[src/rtl/entropy_src_enable_seq_pkg.sv]
// Shared types for the entropy_src enable sequencer.
// State codes are pairwise Hamming distance >= 3, so a single upset never yields another valid state.
package entropy_src_pkg;

  localparam int EnableSeqStateWidth = 6;

  typedef enum logic [EnableSeqStateWidth-1:0] {
    EsOff     = 6'b000111,
    EsOn      = 6'b011001,
    EsDrain   = 6'b101010,
    EsShaWait = 6'b110100,
    EsSettle  = 6'b111111
  } enable_seq_state_e;

endpackage

[src/rtl/caliptra_prim_sparse_fsm_flop.sv]
// State register for sparsely encoded FSMs; the raw vector is kept so corrupted codes stay visible.
module caliptra_prim_sparse_fsm_flop #(
  parameter int               Width      = 1,
  parameter logic [Width-1:0] ResetValue = '0
) (
  input  logic             clk_i,
  input  logic             rst_ni,
  input  logic [Width-1:0] state_i,
  output logic [Width-1:0] state_o
);

  logic [Width-1:0] state_q;

  always_ff @(posedge clk_i or negedge rst_ni) begin
    if (!rst_ni) begin
      state_q <= ResetValue;
    end else begin
      state_q <= state_i;
    end
  end

  assign state_o = state_q;

endmodule

[src/rtl/entropy_src_enable_seq.sv]
// Disable/re-enable sequencer: keeps the datapath enabled while pipeline FIFOs drain,
// then waits out any in-flight SHA3 block before allowing a fresh enable.
module entropy_src_enable_seq
  import entropy_src_pkg::*;
#(
  parameter int                  NumFifos         = 4,
  parameter int                  MaxFifoWait      = 4,
  parameter int                  ShaTimeout       = 256,
  parameter logic [NumFifos-1:0] BypassIgnoreMask = NumFifos'(4'b0011)
) (
  input  logic                clk_i,
  input  logic                rst_ni,
  input  logic                enable_i,
  input  logic [NumFifos-1:0] fifo_not_empty_i,
  input  logic                bypass_mode_i,
  input  logic                cs_aes_halt_req_i,
  input  logic                sha3_block_processed_i,
  output logic                enable_o,
  output logic                busy_o,
  output logic                drain_truncated_o,
  output logic                sha_timeout_o,
  output logic                fsm_err_o
);

  localparam int DrainW = $clog2(MaxFifoWait + 1);
  localparam int ShaW   = (ShaTimeout > 0) ? $clog2(ShaTimeout + 1) : 1;
  localparam logic [DrainW-1:0] DrainLoad = DrainW'(MaxFifoWait - 1);
  localparam logic [ShaW-1:0]   ShaLoad   = (ShaTimeout > 0) ? ShaW'(ShaTimeout - 1) : '0;

  if (NumFifos < 1) begin : gen_bad_num_fifos
    $error("NumFifos must be at least 1");
  end
  if (MaxFifoWait < 1) begin : gen_bad_max_fifo_wait
    $error("MaxFifoWait must be at least 1");
  end
  if ($bits(BypassIgnoreMask) != NumFifos) begin : gen_bad_mask_width
    $error("BypassIgnoreMask width must equal NumFifos");
  end

  enable_seq_state_e             state_d, state_q;
  logic [EnableSeqStateWidth-1:0] state_raw;
  logic [DrainW-1:0]             drain_cnt_d, drain_cnt_q;
  logic [ShaW-1:0]               sha_cnt_d, sha_cnt_q;
  logic                          sha_pend_d, sha_pend_q;
  logic                          sha3_done_q;
  logic                          drain_truncated_d, drain_truncated_q;
  logic                          sha_timeout_d, sha_timeout_q;
  logic                          pending;
  logic                          fsm_err;

  caliptra_prim_sparse_fsm_flop #(
    .Width      (EnableSeqStateWidth),
    .ResetValue (EsOff)
  ) u_state_regs (
    .clk_i   (clk_i),
    .rst_ni  (rst_ni),
    .state_i (state_d),
    .state_o (state_raw)
  );

  assign state_q = enable_seq_state_e'(state_raw);

  always_comb begin
    pending = |(fifo_not_empty_i & ~(bypass_mode_i ? BypassIgnoreMask : {NumFifos{1'b0}}));

    // A new halt request outranks a same-cycle block-done indication.
    sha_pend_d = sha_pend_q;
    if (cs_aes_halt_req_i && !enable_i) begin
      sha_pend_d = 1'b1;
    end else if (sha3_done_q) begin
      sha_pend_d = 1'b0;
    end

    state_d           = state_q;
    drain_cnt_d       = drain_cnt_q;
    sha_cnt_d         = sha_cnt_q;
    drain_truncated_d = 1'b0;
    sha_timeout_d     = 1'b0;
    fsm_err           = 1'b0;

    case (state_q)
      EsOff: begin
        if (enable_i) state_d = EsOn;
      end
      EsOn: begin
        if (!enable_i) begin
          state_d     = EsDrain;
          drain_cnt_d = DrainLoad;
        end
      end
      EsDrain: begin
        if (!pending || drain_cnt_q == '0) begin
          drain_truncated_d = pending;
          if (sha_pend_q) begin
            state_d   = EsShaWait;
            sha_cnt_d = ShaLoad;
          end else begin
            state_d = EsSettle;
          end
        end else begin
          drain_cnt_d = drain_cnt_q - DrainW'(1);
        end
      end
      EsShaWait: begin
        if (!sha_pend_d) begin
          state_d = EsSettle;
        end else if (ShaTimeout != 0 && sha_cnt_q == '0) begin
          state_d       = EsSettle;
          sha_pend_d    = 1'b0;
          sha_timeout_d = 1'b1;
        end else if (sha_cnt_q != '0) begin
          sha_cnt_d = sha_cnt_q - ShaW'(1);
        end
      end
      EsSettle: begin
        state_d = EsOff;
      end
      default: begin
        // Corrupted encoding is terminal: hold it so the error stays latched until reset.
        fsm_err = 1'b1;
      end
    endcase
  end

  always_ff @(posedge clk_i or negedge rst_ni) begin
    if (!rst_ni) begin
      drain_cnt_q       <= '0;
      sha_cnt_q         <= '0;
      sha_pend_q        <= 1'b0;
      sha3_done_q       <= 1'b0;
      drain_truncated_q <= 1'b0;
      sha_timeout_q     <= 1'b0;
    end else begin
      drain_cnt_q       <= drain_cnt_d;
      sha_cnt_q         <= sha_cnt_d;
      sha_pend_q        <= sha_pend_d;
      sha3_done_q       <= sha3_block_processed_i;
      drain_truncated_q <= drain_truncated_d;
      sha_timeout_q     <= sha_timeout_d;
    end
  end

  assign enable_o          = (state_q == EsOn) || (state_q == EsDrain);
  assign busy_o            = (state_q == EsDrain) || (state_q == EsShaWait) || (state_q == EsSettle);
  assign drain_truncated_o = drain_truncated_q;
  assign sha_timeout_o     = sha_timeout_q;
  assign fsm_err_o         = fsm_err;

endmodule
[config.mk]
export PLATFORM = sky130hd
export DESIGN_NAME = entropy_src_enable_seq
export DESIGN_NICKNAME = d
export VERILOG_FILES = /design/src/rtl/entropy_src_enable_seq_pkg.sv /design/src/rtl/caliptra_prim_sparse_fsm_flop.sv /design/src/rtl/entropy_src_enable_seq.sv
export SDC_FILE = /design/constraint.sdc
export NUM_CORES = 1
export LEC_CHECK = 0
export BUFFER_PORTS_ARGS = -buffer_cell sky130_fd_sc_hd__buf_2
export CAP_MARGIN = 20
export CORE_MARGIN = 2
export CORE_UTILIZATION = 40
export DETAILED_ROUTE_END_ITERATION = 7
export GPL_TIMING_DRIVEN = 1
export HOLD_SLACK_MARGIN = 0.05
export SYNTH_ARGS = -nofsm -noshare
export SYNTH_HDL_FRONTEND = slang
export SYNTH_SLANG_ARGS = --single-unit
[constraint.sdc]
create_clock -name clk_i -period 5.5 [get_ports clk_i]
set_input_delay 0.55 -clock clk_i [delete_from_list [all_inputs] [get_ports clk_i]]
set_output_delay 0.55 -clock clk_i [all_outputs]
set_load 0.01 [all_outputs]
==> metrics.csv, run 1 <==
metric,value,unit
status,completed,
Final Net Count,171,
GRT Total Usage,0.155,
Worst Skew,1.77,ps
Worst Path Max Fanout,10,
RSZ-0062 raised after global routing,no,
clk_lat worst skew,320,ps
layout cells sized above 1,0.248,
HP Class,primary input to async pin,
Max IR drop VDD,0.0000618,V
Setup crit end kind,output pin,
Util after Layout,0.454,
Relative slew margins,0.675,
synthesized net count,155,
Ports,15,
#FFs+latches synth,22,
clk buf depth,2,
max-cap violation count,0,
post-layout minimum cycle time,2490,ps
post-synthesis sequential area ratio,0.401,
"Hold Vio Cnt, Final",0,
CTS tree,done,
Post-CTS Hold Buffers,0,
WL final,2780,um
routed len/inst,13.7,um
Power Density,178,nW/um^2
CTS resizes,0,
initial antenna violation count,0,
crit path DAT,1940,ps
"Reg clk slew, reported paths",120,ps
# clock sinks,22,
DRC Markers,0,
Synth Flop Type,dfrtp_1,
Synth Instances,142,
DR pass1 iterations,4,
CP Class,register to output pin,
H-tree level count,1,
total power,270,uW
CTS root buf,clkbuf_4,
smallest hold slack,168,ps
Mapped Area,1380,um^2
yosys warns,0,
post-synthesis cell type count,50,
Static Leak,0.000677,uW
final antenna-violating net count,0,
period utilisation layout,0.454,
hpwl dp,2100,um
initial core utilization,0.414,
count of input and output buffers,14,
async set-reset flop share out of synthesis,1.00,
Worst R2R Start,sha_cnt_q[0],
GRT overflow,0,
number of global-route vias before repair,1087,
drt first-iter violations,35,
first-pass GRT wire length,4890,um
core area,3340,um^2
Worst Setup SP,u_state_regs.state_o[2],
DR vias,1099,
Setup Viol. Count Final,0,
antenna diode count,0,
reg-to-reg critical path endpoint,u_state_regs.state_o[1],
reg2reg setup slack,3320,ps
measured slew at the worst slew-check pin,482,ps
worst path required time,4950,ps
Fmax,0.401,GHz
Die H,62.8,um
routability cong.,0.814,
reg2reg path depth,8,
number of flops mapped to enable cells by yosys,0,
Die X,62.8,um
setup TNS,0,ps
largest net degree at the start of global routing,23,
Post-CTS Setup Bufs,0,
Pins Over Slew Limit,0,
vias per cell,5.41,
die area,3940,um^2
CTS buffer count,3,
CP Launch Type,register,
Area Overhead vs Synth,9.69,%
row count,21,
Mean Syn Cell Area,9.73,um^2
==> synthesized netlist by cell type, drive strengths merged, types with 2 or more instances <==
cell | n | share of area
dfrtp | 19 | 0.34
nor2 | 19 | 0.052
nand2 | 13 | 0.035
a21oi | 9 | 0.041
inv | 6 | 0.016
nand3 | 6 | 0.025
o21ai | 6 | 0.022
a31oi | 4 | 0.018
nand2b | 4 | 0.018
nor2b | 4 | 0.018
and2 | 3 | 0.017
and4bb | 3 | 0.030
buf | 3 | 0.022
dfstp | 3 | 0.057
ha | 3 | 0.027
mux2 | 3 | 0.027
o21a | 3 | 0.016
and2b | 2 | 0.011
and3 | 2 | 0.014
nand4b | 2 | 0.024
nor3 | 2 | 0.0072
o32a | 2 | 0.014
or2b | 2 | 0.011
or3 | 2 | 0.010
xor2 | 2 | 0.013
==> layout by cell type, fill, tap and decap left out, types with 2 or more instances in the layout <==
cell type  count
nor2_1        19
dfrtp_1       19
buf_2         14
nand2_1       13
a21oi_1        8
inv_1          6
o21ai_0        6
nand3_1        5
nor2b_1        4
nand2b_1       4
a31oi_1        4
o21a_1         3
ha_1           3
clkbuf_4       3
dfstp_2        3
and2b_1        2
or2b_1         2
and2_4         2
mux2_2         2
nor3_1         2
xor2_1         2
o32a_1         2
==> through the flow <==
stage,instance area (um^2),instances,setup slack [ps]
detailed placement,1480,199,3330
floorplan,1380,142,3380
finish,1520,203,3010
global route,1520,203,2890
global placement,1480,199,3400
CTS,1520,203,3000
==> how the worst max path moves through the flow <==
stage          slack, ps  cells past startpoint                       to
2_1_floorplan       3380                      9  u_state_regs.state_o[1]
3_3_place_gp        3400                      4                fsm_err_o
3_5_place_dp        3330                      8  u_state_regs.state_o[1]
4_1_cts             3000                      4                fsm_err_o
5_1_grt             2890                      4                fsm_err_o
6_report            3010                      4                fsm_err_o
==> logic make-up (layout without fill, tap and decap cells) <==
| family | count (synthesis) | in the layout | share of synthesized area |
|---|---|---|---|
| AO/OA/AOI/OAI | 33 | 33 | 0.175 |
| flip-flops | 22 | 22 | 0.401 |
| XOR/XNOR | 2 | 2 | 0.0127 |
| buffers and inverters | 9 | 24 | 0.0380 |
| AND/OR/NAND/NOR | 69 | 69 | 0.312 |
| multiplexers | 4 | 4 | 0.0344 |
| adder cells (fa/ha/maj) | 3 | 3 | 0.0272 |
==> sequential cells by signal, summed over array words and instances (netlist names) <==
signal	flops
sha_cnt_q	9
sha_pend_q	1
u_state_regs.state_o	6
drain_truncated_o	1
drain_cnt_q	3
sha_timeout_o	1
sha3_done_q	1
==> final cells by class <==
type	instances	area, um^2
fillers	332	1820
multi-input cells	111	774
flip-flops and latches	22	554
repair buffers	14	70.1
well taps	46	57.6
clock buffers	4	36.3
inverters	6	22.5
==> where the power goes <==
group	switching (uW)	internal, uW
Sequential	1.52	164
Combinational	7.60	4.69
Clock	52.4	40.6
Total	61.5	209
==> critical path, stage by stage (launching register included) <==
cell and delay [ps]:
dfstp_2 640, and4bb_1 270, o21ai_0 400, and2_1 190
buf_2 120
==> layer usage <==
metal,GRT usage,vias to the layer above,routed length (um)
met5,0,-,0
met2,0.247,25,1300
met3,0.0252,5,125
met4,0.0667,0,58
met1,0.208,530,1300
li1,-,539,-
Power figures use the tool's default switching activity.
==> inputs of run 2 (changes only) <==
--- a/config.mk
+++ b/config.mk
@@ -5,6 +5,7 @@
 export SDC_FILE = /design/constraint.sdc
 export NUM_CORES = 1
 export LEC_CHECK = 0
+export ABC_AREA = 1
 export BUFFER_PORTS_ARGS = -buffer_cell sky130_fd_sc_hd__buf_2
 export CAP_MARGIN = 20
 export CORE_MARGIN = 2
==> constraint.sdc (replaced) <==
create_clock -name clk_i -period 2.5 [get_ports clk_i]
set_input_delay 0.25 -clock clk_i [delete_from_list [all_inputs] [get_ports clk_i]]
set_output_delay 0.25 -clock clk_i [all_outputs]
set_load 0.01 [all_outputs]
==> run 2 against run 1 <==
Net effect: sequential cell count is the same; total power grew 110%; non-clock buffer count rose by 2; register-to-register slack got worse by 2500 ps; clock skew grew 7.3 ps; sequential power up 120%; critical path depth rose by 3; routed wire length rose by 0.94%; die area increased by 2.8%; first-iteration DRC count rose by 37%; largest power group unchanged; synthesized cell count rose by 43%.
==> metrics.csv, run 2 <==
metric,value,unit,change
Post-CTS Setup Bufs,0,,unchanged
Synth Flop Type,dfrtp_1,,
CTS resizes,0,,unchanged
initial antenna violation count,0,,unchanged
Mapped Area,1420,um^2,+3.0%
Worst Skew,9.04,ps,+7.27 ps
met2 Track Usage GR,0.263,,+0.0158
vias per cell,4.62,,-15%
post-synthesis sequential area ratio,0.390,,-0.0116
number of global-route vias before repair,1179,,+8.5%
XOR/XNOR Fraction of Synth Area,0.0123,,-0.000368
Synth Area in Compound Gates,0.0440,,-0.131
count of input and output buffers,14,,unchanged
HP Class,primary input to register,,
met3 global-route usage,0.0161,,-0.00915
async set-reset flop share out of synthesis,1.00,,unchanged
DR pass1 iterations,4,,unchanged
GR Util met1,0.203,,-0.00490
Worst Path Max Fanout,5,,-5
cell family with most CP delay,flip-flops,,
CTS buffer count,3,,unchanged
Die X,63.6,um,+1.4%
largest family of logic cells by synthesized area,simple AND/OR/NAND/NOR gates,,
"most common cell after layout, fill and taps aside",nand2_1,,
Static Leak,0.000913,uW,+35%
WL final,2800,um,+0.94%
critical path's most frequent cell,nand2_1,,
Setup Viol. Count Final,0,,unchanged
hpwl dp,2130,um,+1.4%
most frequent cells in the layout,"79 x nand2_1, 28 x inv_1, 19 x dfrtp_1, 18 x nor2_1, 14 x buf_2",,
RSZ-0062 raised after global routing,no,,
row count,21,,unchanged
core area,3360,um^2,+0.79%
cell chain of the critical path,"inv_2, nand2_1, nor2_1, nand2_2, nand2_1, nor3_1, buf_2",,
"Reg clk slew, reported paths",130,ps,about the same
crit path max-delay cell type,dfstp_2,,
first-pass GRT wire length,5040,um,+3.1%
crit path DAT,1700,ps,-240 ps
setup TNS,0,ps,unchanged
routability cong.,0.828,,+1.7%
GR peak layer,met2,,
Synth top cells by count,"79 x nand2_1, 28 x inv_1, 19 x dfrtp_1",,
total power,579,uW,+110%
Power Density,360,nW/um^2,+100%
max-cap violation count,0,,unchanged
mux cell area share after synthesis,0,,-0.0344
#FFs+latches synth,22,,unchanged
initial core utilization,0.423,,+0.00904
Mean Syn Cell Area,7.01,um^2,-28%
period utilisation layout,0.778,,
Pins Over Slew Limit,0,,unchanged
Worst Path Buf+Inv,2,,+1
die area,4050,um^2,+2.8%
max incr delay on CP,610,ps,-30 ps
antenna diode count,0,,unchanged
yosys warns,0,,unchanged
CP Class,register to output pin,,
CTS root buf,clkbuf_4,,
Ports,15,,unchanged
Die H,63.6,um,+1.4%
H-tree level count,1,,unchanged
Synth Instances,203,,+43%
cell with the most instances after synthesis,nand2_1,,
Setup crit end kind,output pin,,
adder-cell area share of the yosys netlist,0.0264,,-0.000789
clk buf depth,2,,unchanged
max reg flops,9,,unchanged
Final Net Count,237,,+39%
Util after Layout,0.478,,+0.0236
post-synthesis cell type count,23,,-54%
GRT overflow,0,,unchanged
synthesized net count,216,,+39%
Relative slew margins,0.667,,-0.00879
GRT Total Usage,0.155,,about the same
CTS tree,done,,
measured slew at the worst slew-check pin,500,ps,+18.3 ps
drt first-iter violations,48,,+37%
Final Cell Area,1610,um^2,+6.0%
number of flops mapped to enable cells by yosys,0,,unchanged
"Hold Vio Cnt, Final",0,,unchanged
Max IR drop VDD,0.000205,V,+230%
Fmax,0.514,GHz,
routed len/inst,10.4,um,-24%
post-layout minimum cycle time,1950,ps,
# clock sinks,22,,unchanged
DRC Markers,0,,unchanged
clk_lat worst skew,310,ps,about the same
status,completed,,
largest net degree at the start of global routing,23,,unchanged
worst path required time,2250,ps,-2700 ps
final antenna-violating net count,0,,unchanged
Placed Area,1550,um^2,+4.8%
CP Launch Type,register,,
Area contributors post-synth,"dfrtp_1 33%, nand2_1 21%, inv_1 7.4%",,
post-synthesis simple-gate area fraction,0.446,,+0.134
biggest area consumer among synthesized cells,dfrtp_1,,
Area Overhead vs Synth,12.9,%,
DR vias,1244,,+13%
register with the highest flop count,sha_cnt_q,,
post-synth top area share,0.334,,-0.00999
layout cells sized above 1,0.193,,-0.0556
==> run 2: cell count changes after synthesis, sizes merged, moves of 3 or more <==
cell / delta
buf: -3
inv: +25
o21a: -3
nand2b: -4
nand4: +5
nand3: +11
nor2b: -4
and4bb: -3
a21oi: -8
nor2: +5
nand2: +71
and2: -3
a31oi: -4
mux2: -3
==> run 2: layout make-up <==
cell class / count / area [um^2]
fillers: 380 / 1760
clock buffers: 4 / 36.3
well taps: 46 / 57.6
inverters: 31 / 116
multi-input cells: 150 / 752
flip-flops and latches: 22 / 554
repair buffers: 16 / 90.1
==> run 2: metrics by stage <==
| step | hold slack (ps) | setup WS (ps) | instances |
|---|---|---|---|
| final | 333 | 554 | 269 |
| after global routing | 371 | 393 | 269 |
| after CTS | 320 | 533 | 269 |
| after detailed placement | 254 | 780 | 263 |
| after global placement | 251 | 843 | 263 |
| after floorplan | -45.6 | 966 | 203 |
==> run 2: logic make-up (layout without fill, tap and decap cells) <==
logic type	count (synthesis)	in the layout
buffers and inverters	31	51
AND/OR/NAND/NOR	135	135
XOR/XNOR	2	2
adder cells (fa/ha/maj)	3	3
flip-flops	22	22
AO/OA/AOI/OAI	10	10
==> run 2: worst register-to-register path, stage by stage, from the launching register on <==
cell     delay (ps)
dfrtp_1         420
inv_1            80
ha_1            190
nand2_1          70
nor2_2          170
nand3_2         140
nand2_1         200
nand3_1         100
nor2_1          180
nand2_1          80
nand2_1          60
==> run 2: report_power, final <==
part           internal [uW]  switching [uW]
registers                358           0.929
logic                   9.66            14.7
clock network           88.9             107
==> run 2: final timing paths <==
kind	from	end	slack (ps)	cells past startpoint
max	u_state_regs.state_o[2]	fsm_err_o	550	7
min	fifo_not_empty_i[2]	drain_truncated_o	330	5
max reg2reg	sha_cnt_q[0]	u_state_regs.state_o[1]	780	10
min reg2reg	sha_cnt_q[7]	sha_cnt_q[7]	510	2
max in group asynchronous	rst_ni	u_state_regs.state_o[1]	1700	2
min in group asynchronous	rst_ni	drain_truncated_o	430	2
==> run 2: metal layers <==
layer	wire length, um	share of wire	up-vias
met5	0	0	-
met4	23	0.0082	0
met3	60	0.021	2
met2	1340	0.48	11
met1	1390	0.49	561
li1	-	-	670
==> run 2: timing repair <==
item,CTS,global route
setup endpoints to repair,0,0
hold buffers,2,0
endpoints found under the hold margin,20,0
